### src/rtl/prio_arbiter4_ctrl_pkg.sv
// Shared constants and state encoding for the 4-requester priority arbiter.
package prio_arbiter4_ctrl_pkg;

  localparam int NUM_REQ = 4;
  localparam int ID_W    = 2;

  typedef enum logic {
    ST_IDLE  = 1'b0,
    ST_GRANT = 1'b1
  } state_e;

endpackage

### src/rtl/prio_pick4.sv
// Combinational winner selection: descending search over the request bits.
// Fixed mode always starts at index 3; round-robin mode starts at start_i and
// wraps from 0 back to 3. The first asserted bit found wins.
module prio_pick4
  import prio_arbiter4_ctrl_pkg::*;
(
  input  logic [NUM_REQ-1:0] req_i,
  input  logic [ID_W-1:0]    start_i,
  input  logic               mode_i,
  output logic [ID_W-1:0]    id_o,
  output logic               found_o
);

  logic [ID_W-1:0] base;
  logic [ID_W-1:0] idx;
  logic            hit;
  logic [ID_W-1:0] hit_id;

  // Walk the four indices from the start point downward; keep the first hit.
  always_comb begin
    base   = mode_i ? start_i : ID_W'(NUM_REQ - 1);
    idx    = '0;
    hit    = 1'b0;
    hit_id = '0;
    for (int i = 0; i < NUM_REQ; i++) begin
      idx = base - ID_W'(i);
      if (!hit && req_i[idx]) begin
        hit    = 1'b1;
        hit_id = idx;
      end
    end
    id_o    = hit_id;
    found_o = hit;
  end

endmodule

### src/rtl/prio_arbiter4_ctrl.sv
// Arbiter for one shared resource among four requesters. A grant is issued
// from IDLE, held in GRANT until done, owner withdrawal or hold timeout, and
// IDLE always lasts at least one cycle between owners.
// Handshake: req is a level; a grant, once registered, is kept while the
// owner's req stays high and done is low; done is sampled only in GRANT.
module prio_arbiter4_ctrl
  import prio_arbiter4_ctrl_pkg::*;
#(
  parameter int MAX_HOLD = 8,
  parameter int CNT_W    = 4
) (
  input  logic               clk,
  input  logic               rst,
  input  logic               en,
  input  logic               mode,
  input  logic [NUM_REQ-1:0] req,
  input  logic               done,
  output logic [NUM_REQ-1:0] grant,
  output logic [ID_W-1:0]    grant_id,
  output logic               grant_valid,
  output logic               timeout,
  output logic               dbg_state_o
);

  localparam logic [CNT_W-1:0] HOLD_LAST = CNT_W'(MAX_HOLD - 1);

  state_e             state_q, state_d;
  logic [NUM_REQ-1:0] grant_q, grant_d;
  logic [ID_W-1:0]    grant_id_q, grant_id_d;
  logic [ID_W-1:0]    last_id_q, last_id_d;
  logic [CNT_W-1:0]   hold_cnt_q, hold_cnt_d;
  logic               timeout_q, timeout_d;

  logic [ID_W-1:0]    pick_id;
  logic               pick_found;
  logic               tmo_hit;
  logic               owner_drop;

  // Round-robin search begins one below the previous owner.
  prio_pick4 u_pick (
    .req_i   (req),
    .start_i (last_id_q - 2'd1),
    .mode_i  (mode),
    .id_o    (pick_id),
    .found_o (pick_found)
  );

  assign tmo_hit    = (MAX_HOLD != 0) && (hold_cnt_q == HOLD_LAST);
  assign owner_drop = ~req[grant_id_q];

  // Next-state and next-output logic for the IDLE/GRANT controller.
  always_comb begin
    state_d    = state_q;
    grant_d    = grant_q;
    grant_id_d = grant_id_q;
    last_id_d  = last_id_q;
    hold_cnt_d = hold_cnt_q;
    timeout_d  = 1'b0;
    unique case (state_q)
      ST_IDLE: begin
        if (en && pick_found) begin
          grant_d    = NUM_REQ'(1) << pick_id;
          grant_id_d = pick_id;
          hold_cnt_d = '0;
          state_d    = ST_GRANT;
        end
      end
      ST_GRANT: begin
        if (done || owner_drop || tmo_hit) begin
          grant_d   = '0;
          last_id_d = grant_id_q;
          timeout_d = tmo_hit && !done && !owner_drop;
          state_d   = ST_IDLE;
        end else if (hold_cnt_q != {CNT_W{1'b1}}) begin
          hold_cnt_d = hold_cnt_q + 1'b1;
        end
      end
      default: state_d = ST_IDLE;
    endcase
  end

  // State and output registers with synchronous reset.
  always_ff @(posedge clk) begin
    if (rst) begin
      state_q    <= ST_IDLE;
      grant_q    <= '0;
      grant_id_q <= '0;
      last_id_q  <= '0;
      hold_cnt_q <= '0;
      timeout_q  <= 1'b0;
    end else begin
      state_q    <= state_d;
      grant_q    <= grant_d;
      grant_id_q <= grant_id_d;
      last_id_q  <= last_id_d;
      hold_cnt_q <= hold_cnt_d;
      timeout_q  <= timeout_d;
    end
  end

  assign grant       = grant_q;
  assign grant_id    = grant_id_q;
  assign grant_valid = |grant_q;
  assign timeout     = timeout_q;
  assign dbg_state_o = state_q;

endmodule
### config.mk
export PLATFORM = sky130hd
export DESIGN_NAME = prio_arbiter4_ctrl
export DESIGN_NICKNAME = d
export VERILOG_FILES = /design/src/rtl/prio_arbiter4_ctrl_pkg.sv /design/src/rtl/prio_pick4.sv /design/src/rtl/prio_arbiter4_ctrl.sv
export SDC_FILE = /design/constraint.sdc
export NUM_CORES = 1
export LEC_CHECK = 0
export CAP_MARGIN = 20
export CELL_PAD_IN_SITES_DETAIL_PLACEMENT = 1
export CELL_PAD_IN_SITES_GLOBAL_PLACEMENT = 2
export CORE_UTILIZATION = 27
export DETAILED_ROUTE_END_ITERATION = 16
export GPL_TIMING_DRIVEN = 0
export PLACE_DENSITY_LB_ADDON = 0.1
export SYNTH_ARGS = -nofsm -noshare
export SYNTH_HDL_FRONTEND = slang
export SYNTH_HIERARCHICAL = 1
export SYNTH_SLANG_ARGS = --single-unit
### constraint.sdc
create_clock -name clk -period 2.36 [get_ports clk]
set_input_delay 0.236 -clock clk [delete_from_list [all_inputs] [get_ports clk]]
set_output_delay 0.236 -clock clk [all_outputs]
set_load 0.005 [all_outputs]
==> flow_metrics.env, run 1 <==
export IMPL_hold_viol=0
export IMPL_power_density_nw_per_um2=507
export IMPL_grt_pass1_vias=1047
export IMPL_start_util=0.290
export IMPL_synth_seq_cells=14
export IMPL_clk_path_buf_depth=2
export IMPL_grt_max_degree=11
export IMPL_ctsHoldBuffers=0
export IMPL_power_leakage_nw=0.532
export IMPL_max_cap_violations=0
export IMPL_fmaxAchievable_mhz=426
export IMPL_place_gp_congestion=0.777
export IMPL_path_max_fanout=7
export IMPL_synth_seq_area_share=0.281
export IMPL_drt_total_wl_um=2890
export IMPL_worst_path_max_delay_cell="or3b_4"
export IMPL_period_needed_ns=2.35
export IMPL_cts_tree="done"
export IMPL_reg2reg_depth=9
export IMPL_ant_nets=0
export IMPL_worstMarginPinSlew_ns=0.498
export IMPL_htreeDepth=1
export IMPL_r2r_end="grant[1]"
export IMPL_placed_cell_area_um2=1220
export IMPL_fp_dieH_um=62.8
export IMPL_rows=21
export IMPL_setup_violations=0
export IMPL_hold_path_endpoint="hold_cnt_q[0]"
export IMPL_post_drt_wl_per_cell_um=14.8
export IMPL_antenna_found_initial=0
export IMPL_max_stage_delay_ns=0.39
export IMPL_firstDrtPassIters=4
export IMPL_grtUsageTotal=0.159
export IMPL_fin_nets=160
export IMPL_io_buffers=16
export IMPL_vdd_drop_max_mv=0.273
export IMPL_fillers=423
export IMPL_hold_path_startpoint="rst"
export IMPL_min_path_type="in -> reg"
export IMPL_cts_sinks=14
export IMPL_fin_util=0.409
export IMPL_io_pins=18
export IMPL_reg2reg_slack_ns=0.01
export IMPL_end_kind="register"
export IMPL_slew_violations=0
export IMPL_rsz0062_at_grt="true"
export IMPL_status="finished clean"
export IMPL_ys_warnings_count=6
export IMPL_synthToLayoutAreaGrowth_pct=41.2
export IMPL_cts_root_buffer="clkbuf_8"
export IMPL_drc=0
export IMPL_period_share=0.994
export IMPL_n_antenna_cell=0
export IMPL_postSynthAreaPerCell_um2=8.04
export IMPL_dp_hpwl_um=2100
export IMPL_drt_vias_per_instance=5.17
export IMPL_required_ns=2.53
export IMPL_die_x_um=62.8
export IMPL_ys_types=43
export IMPL_drt_initial_drc_count=37
export IMPL_startpoint_type="register"
export IMPL_syn_inst=124
export IMPL_clk_latency_ns=0.25
export IMPL_crit_type="reg -> reg"
export IMPL_cp_arrival_ns=2.52
export IMPL_hold_depth=3
export IMPL_path_clk_slew_ns=0.06
export IMPL_syn_nets=134
export IMPL_syn_area_um2=997
export IMPL_clock_skew_ns=0.00451
export IMPL_dieArea_um2=3940
export IMPL_grt_pass1_wl_um=5000
export IMPL_num_vias=1008
export IMPL_overflow=0
export IMPL_final_layout_size_suffix_gt1_frac=0.282
export IMPL_slew_headroom=0.668
export IMPL_final_area_um2=1410
export IMPL_crit_chain="xnor2_4, mux2_4, o22ai_2, a21o_1, or3b_4, and3b_2, nor2_4, nand3_1, a21oi_1"
export IMPL_whs_ns=0.475
export IMPL_core_area_um2=3440
export IMPL_reg2reg_from="last_id_q[0]"
export IMPL_cts_buffers=3
[worst max-delay path by stage]
stage,start,to,slack [ns],depth (start not counted)
after detailed placement,mode,grant[3],-0.52,11
after global placement,mode,grant[3],-0.49,11
after global routing,last_id_q[0],grant[2],-0.10,11
final,last_id_q[0],grant[1],0.01,9
after CTS,last_id_q[1],grant[2],0.007,9
after floorplan,last_id_q[0],grant[0],0.02,10
[per-stage QoR]
stage,TNS (ns),std cells,setup slack (ns),power [W]
finish,0,195,0.0136,0.000714
global route,-0.554,195,-0.100,0.000757
CTS,0,193,0.00676,0.000710
detailed placement,-3.46,186,-0.524,0.000448
global placement,-3.08,186,-0.488,0.000446
floorplan,0,124,0.0166,0.000373
[registers in the layout, indices dropped and copies added, names as in the netlist]
register / flops
grant_id: 2
grant: 4
dbg_state_o: 1
timeout: 1
hold_cnt_q: 4
last_id_q: 2
[report_power, final]
part	internal, W	leakage, nW	total (W)	switching (W)
Sequential	0.000247	0.115	0.000261	0.0000135
Clock	0.000148	0.0288	0.000237	0.0000895
Combinational	0.000111	0.388	0.000216	0.000105
[critical path, delay by kind of cell (launching register included)]
| kind | cells | cell delay (ns) |
|---|---|---|
| muxes | 1 | 0.34 |
| xor gates and xnor gates | 1 | 0.28 |
| and+or+nand+nor | 4 | 0.91 |
| AOI/OAI and AO/OA | 3 | 0.38 |
| DFF | 1 | 0.36 |
[cells in the mapped netlist (all sizes together)]
library cell | n | area (um^2)
o221ai | 2 | 17.5
a22oi | 1 | 7.51
a21o | 2 | 16.3
o211ai | 2 | 15.0
o211a | 1 | 17.5
mux2i | 3 | 30.0
mux2 | 5 | 67.6
and2 | 1 | 6.26
a21oi | 13 | 65.1
a21boi | 1 | 7.51
nand2 | 12 | 47.6
o21ai | 1 | 5.00
nand3 | 5 | 25.0
clkbuf | 3 | 11.3
a211o | 1 | 8.76
or3b | 1 | 8.76
nand2b | 6 | 45.0
or2 | 2 | 12.5
o22ai | 9 | 62.6
a32oi | 1 | 8.76
or4 | 1 | 7.51
xor2 | 1 | 8.76
nor3 | 2 | 10.0
xnor2 | 1 | 8.76
o21a | 1 | 7.51
dfxtp | 14 | 280
inv | 5 | 18.8
a211oi | 3 | 27.5
nor3b | 2 | 15.0
nand3b | 2 | 15.0
nor2 | 12 | 45.0
buf | 2 | 16.3
and3b | 2 | 17.5
nor2b | 2 | 12.5
ha | 1 | 12.5
a2bb2oi | 1 | 8.76
[logic make-up after synthesis]
logic type,count (synthesis),synth area share
simple gates,50,0.269
compound gates,39,0.276
flops,14,0.281
buf+inv,10,0.0464
mux,8,0.0979
xor+xnor,2,0.0176
fa+ha+maj,1,0.0125
[per-layer routing]
layer  GRT usage  up-vias  wire (um)
met5           0        -          0
li1            -      503          -
met3      0.0310        4        115
met2       0.264       17       1370
met4      0.0436        0         26
met1       0.207      484       1380
[cell type report]
| class | count | area (um^2) | share of cell area |
|---|---|---|---|
| buffer | 4 | 23.8 | 0.0169 |
| clock buffer | 4 | 55.1 | 0.0391 |
| inverter | 5 | 18.8 | 0.0133 |
| multi-input combinational | 100 | 758 | 0.539 |
| sequential | 14 | 285 | 0.203 |
| tap | 46 | 57.6 | 0.0409 |
| timing repair buffer | 22 | 209 | 0.148 |
[cells in the final DEF (no fill, tap or decap), types with 4 or more instances in the layout]
master and n:
mux2_4 5, a21oi_1 11, nand2b_1 5, nor2_1 11, buf_4 6, nand3_1 4
o22ai_2 4, o22ai_1 5, inv_1 4, clkbuf_8 4, nand2_1 10, clkdlybuf4s50_1 13
dfxtp_1 12
[timing repair]
action                                  CTS  global route
resized for setup                        10            14
setup buffers                             4             2
endpoints found under the setup margin    9             7
pin swaps                                 3             1
No activity file was read; power rests on OpenSTA's default activity.
==> run 2, diff against run 1 <==
Settings changed: CORE_ASPECT_RATIO set to 1.4, REMOVE_ABC_BUFFERS set to 1.
==> flow_metrics.env, run 2 (synthesis results as in run 1) <==
export IMPL_drt_initial_drc_count=18
export IMPL_drt_total_wl_um=2860
export IMPL_cts_buffers=3
export IMPL_final_cells=184
export IMPL_end_kind="register"
export IMPL_die_x_um=53.4
export IMPL_slew_headroom=0.586
export IMPL_final_layout_size_suffix_gt1_frac=0.250
export IMPL_clockPowerShare=0.295
export IMPL_path_clk_slew_ns=0.06
export IMPL_fp_dieH_um=73.9
export IMPL_clk_path_buf_depth=2
export IMPL_dpl_worst_slack_ns=-0.488
export IMPL_combPwrFrac=0.306
export IMPL_cts_tree="done"
export IMPL_dp_cells=176
export IMPL_post_drt_wl_per_cell_um=15.5
export IMPL_clk_latency_ns=0.24
export IMPL_cts_sinks=14
export IMPL_htreeDepth=1
export IMPL_fmaxAchievable_mhz=419
export IMPL_violations="negative setup slack"
export IMPL_n_antenna_cell=0
export IMPL_drc=0
export IMPL_place_gp_congestion=0.682
export IMPL_grt_pass1_wl_um=4640
export IMPL_dp_hpwl_um=2110
export IMPL_overflow=0
export IMPL_p_int_w=0.000466
export IMPL_switching_share=0.300
export IMPL_worst_path_max_delay_cell="clkdlybuf4s50_1"
export IMPL_path_max_fanout=7
export IMPL_clock_skew_ns=0.000998
export IMPL_power_density_nw_per_um2=497
export IMPL_firstDrtPassIters=4
export IMPL_slew_violations=0
export IMPL_grtUsageTotal=0.161
export IMPL_num_vias=998
export IMPL_max_stage_delay_ns=0.54
export IMPL_core_area_um2=3440
export IMPL_vdd_drop_max_mv=0.267
export IMPL_status="finished, violations left"
export IMPL_period_needed_ns=2.39
export IMPL_setup_slack_ns=-0.0256
export IMPL_crit_type="in -> reg"
export IMPL_required_ns=2.52
export IMPL_start_util=0.290
export IMPL_max_cap_violations=0
export IMPL_period_share=1.01
export IMPL_synthToLayoutAreaGrowth_pct=34.5
export IMPL_rows=25
export IMPL_startpoint_type="input port"
export IMPL_hold_viol=0
export IMPL_min_path_type="reg -> reg"
export IMPL_power_frac_seq=0.398
export IMPL_whs_ns=0.497
export IMPL_io_pins=18
export IMPL_cp_arrival_ns=2.55
export IMPL_final_common_cell="clkdlybuf4s50_1"
export IMPL_grt_max_degree=19
export IMPL_setup_violations=3
export IMPL_crit_chain="clkdlybuf4s50_1, mux2_4, o22ai_1, a21o_2, nand2_2, or3b_4, and3b_2, nor2_4, nand3_1, a21oi_1"
export IMPL_ant_nets=0
export IMPL_cts_root_buffer="clkbuf_8"
export IMPL_rsz0062_at_grt="true"
export IMPL_p_sw_w=0.000199
export IMPL_power_leakage_nw=0.493
export IMPL_grt_pass1_vias=1000
export IMPL_antenna_found_initial=0
export IMPL_fin_nets=156
export IMPL_io_buffers=17
export IMPL_final_cell_mix="clkdlybuf4s50_1 (14), a21oi_1 (12), dfxtp_1 (12)"
export IMPL_drt_vias_per_instance=5.42
export IMPL_worstMarginPinSlew_ns=0.619
export IMPL_dieArea_um2=3940
## run 2: changes by cell type in the layout (fill, tap and decap cells not counted), sizes merged
| cell | before | now |
|---|---|---|
| buf | 8 | 5 |
| clkbuf | 6 | 3 |
| dlygate4sd2 | 1 | 3 |
| dlymetal6s2s | 2 | 0 |
| clkdlybuf4s50 | 13 | 14 |
## run 2: through the flow
| stage | setup TNS [ns] | util | cell area (um^2) | total power (W) |
|---|---|---|---|---|
| 2_1_floorplan | -0.103 | - | 970 | 0.000365 |
| 3_3_place_gp | -2.60 | 0.346 | 1190 | 0.000442 |
| 3_5_place_dp | -3.03 | 0.346 | 1190 | 0.000444 |
| 4_1_cts | 0 | 0.371 | 1280 | 0.000654 |
| 5_1_grt | -0.619 | 0.390 | 1340 | 0.000706 |
| 6_report | -0.0409 | 0.390 | 1340 | 0.000666 |
## run 2: critical path: cells and delay by family
| family | cells | cell delay (ns) |
|---|---|---|
| compound gates | 3 | 0.43 |
| buf+inv | 1 | 0.54 |
| mux | 1 | 0.31 |
| simple gates | 5 | 1.01 |
## run 2: final cells by class
type / instances / area, um^2
fillers: 431 / 2100
multi-input cells: 100 / 742
flip-flops and latches: 14 / 285
repair buffers: 22 / 204
well taps: 40 / 50.0
clock buffers: 3 / 41.3
inverters: 5 / 18.8
## run 2: routing by layer
metal  GRT usage  wire (um)  up-vias
li1            -          -      493
met4      0.0526         24        0
met1       0.171       1160      495
met5           0          0        -
met2       0.314       1630        8
met3      0.0186         43        2
## run 2: power groups by stage
stage	Combinational [W]	Sequential, W	Clock (W)
CTS	0.000184	0.000266	0.000203
floorplan	0.0000992	0.000266	0
detailed placement	0.000174	0.000270	0
finish	0.000204	0.000265	0.000197
global route	0.000223	0.000268	0.000215
global placement	0.000173	0.000269	0
## run 2: timing repair
item | 4_1_cts | 5_1_grt
setup endpoints to repair | 11 | 6
setup buffers | 2 | 3
hold buffers | 0 | 0
pin swaps | 4 | 6
gates resized for setup | 14 | 9
## run 2: worst paths after layout
path	start	end	slack, ns	cells past startpoint
worst min-delay path	grant[1]	grant[1]	0.50	2
worst max register to register	last_id_q[0]	grant[2]	-0.02	10
worst max-delay path	req[1]	grant[2]	-0.03	10
worst min register to register	grant[1]	grant[1]	0.50	2
==> run 3, diff against run 2 <==
Settings changed: CAP_MARGIN 20 to unset.
==> results of run 3 <==
The final DEF is identical to that of run 2; final timing and power are the same.
